[src/rtl/count_delta_packer.sv]
// Change-delta recorder for the upstream counter stage; each change of
// count pushes {delta, wrap} into a small FIFO drained by valid/ready.
// Ports: clk, rst (sync, active-high), count, ovf_clr, out_ready,
//   out_valid, out_delta, out_wrap, fifo_level, overflow.
// Option macro DELTA_STATS_EN adds stat_sum and stat_max outputs.
module count_delta_packer #(
  parameter int CW    = 8,
  parameter int DEPTH = 4,
  localparam int LW   = $clog2(DEPTH) + 1
) (
  input  logic          clk,
  input  logic          rst,
  input  logic [CW-1:0] count,
  input  logic          ovf_clr,
  input  logic          out_ready,
  output logic          out_valid,
  output logic [CW-1:0] out_delta,
  output logic          out_wrap,
  output logic [LW-1:0] fifo_level,
`ifdef DELTA_STATS_EN
  output logic          overflow,
  output logic [15:0]   stat_sum,
  output logic [CW-1:0] stat_max
`else
  output logic          overflow
`endif
);

  localparam int AW = $clog2(DEPTH);
  localparam logic [LW-1:0] FULL = LW'(DEPTH);

  typedef enum logic {
    PRIME,
    RUN
  } state_t;

  state_t state_q, state_d;

  logic [CW-1:0] prev_q, prev_d;
  logic [LW-1:0] level_q;
  logic [AW-1:0] rd_q, wr_q;
  logic          ovf_q;

  logic [CW-1:0] mem_delta [DEPTH];
  logic          mem_wrap  [DEPTH];

  logic          change;
  logic          pop;
  logic          accept;
  logic          drop;
  logic [CW-1:0] delta;
  logic          wrap;

  // Next-state and push decode
  always_comb begin
    state_d = state_q;
    prev_d  = prev_q;
    change  = 1'b0;
    unique case (state_q)
      PRIME: begin
        prev_d  = count;
        state_d = RUN;
      end
      RUN: begin
        change = (count != prev_q);
        if (change) prev_d = count;
      end
      default: state_d = PRIME;
    endcase
  end

  assign delta  = count - prev_q;
  assign wrap   = (count < prev_q);
  assign pop    = out_valid && out_ready;
  // A pop in the same cycle frees the slot being written.
  assign accept = change && ((level_q < FULL) || pop);
  assign drop   = change && !accept;

  always_ff @(posedge clk) begin
    if (rst) begin
      state_q <= PRIME;
      prev_q  <= '0;
      level_q <= '0;
      rd_q    <= '0;
      wr_q    <= '0;
      ovf_q   <= 1'b0;
    end else begin
      state_q <= state_d;
      prev_q  <= prev_d;
      if (accept) wr_q <= wr_q + 1'b1;
      if (pop)    rd_q <= rd_q + 1'b1;
      unique case ({accept, pop})
        2'b10:   level_q <= level_q + 1'b1;
        2'b01:   level_q <= level_q - 1'b1;
        default: level_q <= level_q;
      endcase
      if (drop)         ovf_q <= 1'b1;
      else if (ovf_clr) ovf_q <= 1'b0;
    end
  end

  // Storage has no reset so it can be clock-gated on push.
  always_ff @(posedge clk) begin
    if (!rst && accept) begin
      mem_delta[wr_q] <= delta;
      mem_wrap[wr_q]  <= wrap;
    end
  end

  assign out_valid  = (level_q != '0);
  assign out_delta  = out_valid ? mem_delta[rd_q] : '0;
  assign out_wrap   = out_valid ? mem_wrap[rd_q] : 1'b0;
  assign fifo_level = level_q;
  assign overflow   = ovf_q;

`ifdef DELTA_STATS_EN
  logic [15:0]   sum_q;
  logic [CW-1:0] max_q;
  logic [16:0]   sum_ext;

  assign sum_ext = {1'b0, sum_q} + 17'(out_delta);

  always_ff @(posedge clk) begin
    if (rst || ovf_clr) begin
      sum_q <= '0;
      max_q <= '0;
    end else if (pop) begin
      sum_q <= sum_ext[16] ? 16'hFFFF : sum_ext[15:0];
      if (out_delta > max_q) max_q <= out_delta;
    end
  end

  assign stat_sum = sum_q;
  assign stat_max = max_q;
`endif

endmodule
[config.mk]
export PLATFORM = sky130hd
export DESIGN_NAME = count_delta_packer
export DESIGN_NICKNAME = d
export VERILOG_FILES = /design/src/rtl/count_delta_packer.sv
export SDC_FILE = /design/constraint.sdc
export NUM_CORES = 1
export LEC_CHECK = 0
export ABC_AREA = 1
export BUFFER_PORTS_ARGS = -buffer_cell sky130_fd_sc_hd__buf_2
export CORE_AREA = 10 10 78 80
export CTS_BUF_LIST = sky130_fd_sc_hd__clkbuf_8 sky130_fd_sc_hd__clkbuf_16
export DETAILED_ROUTE_END_ITERATION = 10
export DIE_AREA = 0 0 88 90
export GPL_TIMING_DRIVEN = 0
export PLACE_DENSITY = 0.89
export SETUP_SLACK_MARGIN = 0.2
export SYNTH_ARGS = -nofsm -noshare
export SYNTH_HDL_FRONTEND = slang
export SYNTH_SLANG_ARGS = --single-unit
[constraint.sdc]
create_clock -name clk -period 5.3 [get_ports clk]
set_input_delay 0.53 -clock clk [delete_from_list [all_inputs] [get_ports clk]]
set_output_delay 0.53 -clock clk [all_outputs]
set_load 0.03 [all_outputs]
=== After elaboration in Yosys (flattened, before gate mapping) ===
Memory sizes are Yosys's and may differ from the RTL's. A register that Yosys moved wholly into a read port is not among the register bits.
Cells that the tools add are included.

* Memories kept: 2
* Input port bits: 12
* Register bits: 17
* RAM bits: 36
* Output and inout bits: 14
* Logic and storage cells: 45

{| class="wikitable"
|+ Memories
! memory !! depth !! width !! read ports !! clocked after Yosys merged registers in !! write ports !! line !! RTL
|-
| mem_delta || 4 || 8 || 1 || 1 || 1 || 44 || <nowiki>logic [CW-1:0] mem_delta [DEPTH];</nowiki>
|-
| mem_wrap || 4 || 1 || 1 || 1 || 1 || 45 || <nowiki>logic mem_wrap [DEPTH];</nowiki>
|}

* Magnitude comparators: 2
* Bitwise gates (word level): 1
* Add/subtract/negate cells: 5
* Equality and inequality tests: 4
* Reduce and logical (&&, ||, !) cells: 10
* Multiplexer cells: 15

{| class="wikitable"
|+ Operator list
! kind !! number
|-
| 8-bit 2-to-1 mux || 2
|-
| 8-bit case mux with 2 select lines || 1
|-
| 8-bit < comparator || 1
|-
| 2-bit 2-to-1 mux || 4
|-
| 8-bit != test || 1
|-
| 8-bit subtractor || 1
|-
| 1-bit 2-to-1 mux || 7
|-
| 3-bit case mux with 2 select lines || 1
|-
| 2-bit by 1-bit adder with 2-bit output, second input constant || 2
|-
| 1-bit logical AND || 4
|-
| 2-bit nonzero test || 2
|-
| 3-bit by 1-bit adder with 3-bit output, second input constant || 1
|-
| 3-bit < comparator, second input constant || 1
|-
| 3-bit nonzero test || 1
|-
| 3-bit by 1-bit subtractor with 3-bit output, second input constant || 1
|-
| 2-bit by 1-bit == test with 1-bit output, second input constant || 1
|-
| 2-bit == test, second input constant || 1
|-
| 1-bit zero test || 2
|-
| 2-bit by 1-bit != test with 1-bit output, second input constant || 1
|-
| 1-bit logical OR || 1
|-
| 1-bit inverter || 1
|}

=== Longest topological paths before layout ===
* Word-level depth: 7
* Depth in mapped cells: 14

=== Least setup slack after synthesis ===
OpenSTA, ideal clock, no wires.

* Path type: input port to flip-flop
* Start point: in count[6]
* End point: mem mem_delta[0][0] (enable)
* Path slack: 2.847 ns
* Stages on the path: 6
* Library setup time: 0.389 ns
* Arrival time: 2.064 ns
* Path through: ha_1 nand2_1 nor2_8 nand2_2 nand3_4 nor3b_1

* Longest elaborated chain between the ends: 6

{| class="wikitable"
|+ RTL lines
! item !! line !! RTL
|-
| start, declared || 13 || <nowiki>input logic [CW-1:0] count,</nowiki>
|-
| 8-bit != test || 65 || <nowiki>change = (count != prev_q);</nowiki>
|-
| 1-bit 2-to-1 mux || 59 || <nowiki>unique case (state_q)</nowiki>
|-
| 1-bit logical AND || 76 || <nowiki>assign accept = change && ((level_q < FULL) || pop);</nowiki>
|-
| 1-bit logical AND || 104 || <nowiki>if (!rst && accept) begin</nowiki>
|-
| 1-bit 2-to-1 mux || 104 ||
|-
| 1-bit 2-to-1 mux (implied by the code) || 105 || <nowiki>mem_delta[wr_q] <= delta;</nowiki>
|-
| end, declared || 44 ||
|}

No other way between the ends.

=== Worst setup path in the final report ===
* Start point: reg prev_q[3]
* End point: reg level_q[2] (netlist: fifo_level[2])

* Longest elaborated chain between the ends: 5

{| class="wikitable"
|+ RTL lines
! item !! line !! RTL
|-
| start, declared || 39 || <nowiki>logic [CW-1:0] prev_q, prev_d;</nowiki>
|-
| start signal, assigned || 89 || <nowiki>prev_q <= prev_d;</nowiki>
|-
| 8-bit != test (*) || 65 ||
|-
| 1-bit 2-to-1 mux (*) || 59 ||
|-
| 1-bit logical AND (*) || 76 ||
|-
| 2-bit by 1-bit == test with 1-bit output or 2-bit == test (tied branches) || 92 || <nowiki>unique case ({accept, pop})</nowiki>
|-
| 3-bit case mux with 2 select lines or 2-bit nonzero test (tied branches) || -- ||
|-
| end signal, assigned || 93 || <nowiki>2'b10: level_q <= level_q + 1'b1;</nowiki>
|-
| end signal, assigned || 94 || <nowiki>2'b01: level_q <= level_q - 1'b1;</nowiki>
|-
| end signal, assigned || 95 || <nowiki>default: level_q <= level_q;</nowiki>
|-
| end, declared || 40 || <nowiki>logic [LW-1:0] level_q;</nowiki>
|}

Mark *: on every way between the ends. The rest lies on a longest branch, timed or not.
A chain may end at the register's enable or synchronous reset.

==> summary.txt <==
final hold vios: 0
Yosys top cell by area: edfxtp_1
HPWL Detailed: 3730 µm
LEAKAGE: 1.32 nW
post-layout min period: 2.51 ns
CTS tree: yes
Peak supply drop: 274 µV
clock latency on the worst-skew pair: 0.31 ns
CTS H-Tree Depth: 2
# Post-CTS Setup Buffers: 0
Boundary Pins: 26
CTS resizes: 0
Worst Tran Pin Value: 0.834 ns
status: finished, final reports clean
Setup CP Type: reg2reg
Placed Cells: 359
Port Buf Inserts: 25
share of cells above drive strength 1: 17.3%
mapped cell area: 2660 µm²
full die area: 7920 µm²
FFs w/ async S/R, synth: 0%
DR vias/cell: 5.32
ranking of synthesized cells by area: edfxtp_1 (41%), dfxtp_1 (14%), nor2_1 (6.5%), ha_1 (6.1%), nand2_1 (5.5%)
DRC Markers: 0
Inserted Diodes: 0
clock buffer depth: 2
row count: 25
CTS Hold Bufs: 0
Critical Path AT: 2.71 ns
total wire length: 5310 µm
Avg WL per Cell: 14.5 µm
Worst Path Required: 5.50 ns
Register Area: 1460 µm²
Die W: 88 µm
Net Count, Synth: 307
Design Power: 1.30 mW
global-route wire length before repair: 9150 µm
CTS buffer count: 5
TNS Setup: 0 ns
RePlAce Congestion: 0.765
most common flop cell mapped by yosys: edfxtp_1
PwrDens: 433 nW/µm²
max-slew violation count: 0
sequential area share after synthesis: 54.9%
most instantiated cells after synthesis: nor2_1 (46), nand2_1 (39), edfxtp_1 (36), inv_1 (28), a21oi_1 (27)
# clock sinks: 55
Area Overhead vs Synth: 13.0%
Setup violations, final: 0
Crit Path Max Fanout: 8
grt ovf: 0
Post-Synthesis Cells: 280
Fill cells: 354
initial core utilization: 57.9%
RSZ-0062 raised after global routing: false
area used by multi-input combinational logic: 1060 µm²
DRT antenna net count: 0
vias post-DR: 1,954
vias in the first global route: 2,014
Initial DRC Count: 162
CORE AREA: 4600 µm²
Crit. End Element: flop
MaxCap Viol Count: 0
clock-pin slew on the worst setup and hold paths: 0.09 ns
pin count of the biggest net entering global routing: 17
GRT Overall Usage: 14.3%
CTS root buf: clkbuf_8
fmax: 399 MHz
nets: 339
share of the synthesized area in the top cell type: 40.6%
Synth cell types: 25
clock skew: 0.00886 ns
number of synthesized flops with an enable pin: 36
crit path launch type: flop
initial antenna violation count: 0
final instance area: 3010 µm²
Hold Path Class: in2reg
#FFs+latches synth: 55
fin cells: 367
syn_area_per_cell: 9.51 µm²
1st-pass router iterations: 6
Cell Area, Placed: 2860 µm²
Worst slew margin: 44.1%
Die Y: 90 µm
top-count cell post-synth: nor2_1
period utilization: 47.3%
YS warnings: 0
-- layout by cell type, fill, tap and decap left out, types with 3 or more instances in the layout --
cell type,Yosys,final
inv_1,28,29
nor2_1,46,46
inv_2,6,6
a21oi_1,27,27
o21ai_1,13,13
nor3b_2,0,4
edfxtp_1,36,36
nand3_1,4,4
ha_1,13,13
nand4_1,8,8
nand2_2,4,4
nand2_1,39,39
clkbuf_8,0,5
buf_2,4,29
o21ai_0,12,12
xor2_1,3,3
dfxtp_1,19,19
-- path summary, 6_finish.rpt --
path | depth (start not counted) | startpoint | slack (ns) | endpoint
setup reg to reg | 13 | prev_q[3] | 2.79 | fifo_level[2]
setup / recovery | 13 | prev_q[3] | 2.79 | fifo_level[2]
hold reg to reg | 2 | overflow | 0.48 | overflow
hold / removal | 4 | ovf_clr | 0.47 | overflow
-- through the flow --
step	setup WS, ns	hold slack [ns]	util (%)
after floorplan	2.85	0.459	-
after global placement	2.23	0.451	62.1
after detailed placement	2.13	0.463	62.1
after CTS	2.42	0.466	65.0
after global routing	2.67	0.487	65.4
final	2.79	0.475	65.4
-- power by group --
| group | switching (mW) | internal, mW | total (mW) |
|---|---|---|---|
| combinational | 0.335 | 0.130 | 0.465 |
| clock | 0.128 | 0.187 | 0.315 |
| sequential | 0.0180 | 0.504 | 0.522 |
| total | 0.481 | 0.821 | 1.30 |
-- metal layers --
layer | GRT usage (%) | part of all wire (%) | up-vias
met3 | 3.52 | 5.4 | 8
met1 | 16.2 | 42 | 897
met2 | 23.8 | 50 | 54
met4 | 7.58 | 2.2 | 0
li1 | - | - | 995
met5 | 0 | 0 | -
-- flip-flops by register name, indices dropped and copies added, names as in the netlist, named ones only --
| signal | count |
|---|---|
| mem_delta | 32 |
| rd_q | 2 |
| prev_q | 8 |
| overflow | 1 |
| fifo_level | 3 |
| wr_q | 2 |
| mem_wrap | 4 |
| state_q | 1 |
-- worst max-delay path, cell delays in order (launching register included) --
cell	delay, ns
dfxtp_1	0.34
inv_1	0.05
ha_1	0.39
nand2_2	0.13
nor2_8	0.19
nand2_2	0.12
nand3_4	0.14
ha_1	0.21
inv_1	0.07
fa_1	0.38
nand2_1	0.08
nand3_1	0.09
o21ai_0	0.17
a21oi_1	0.06
-- logic make-up (layout without fill, tap and decap cells) --
logic type / count (synthesis) / count (layout) / synth area share [%]
xor gates and xnor gates: 4 / 4 / 1.32
DFF: 55 / 55 / 54.9
AOI/OAI and AO/OA: 53 / 53 / 10.1
buffers and inverters: 42 / 75 / 6.11
and+or+nand+nor: 111 / 111 / 20.0
adders and majority gates: 15 / 15 / 7.61
-- cell type report --
type	instances	area share, %
clock buffers	5	2.29
inverters	36	4.49
repair buffers	25	4.16
plain buffers	6	0.915
clock inverters	3	2.12
well taps	54	2.25
flip-flops and latches	55	48.6
multi-input cells	183	35.2
Power figures use the tool's default switching activity.
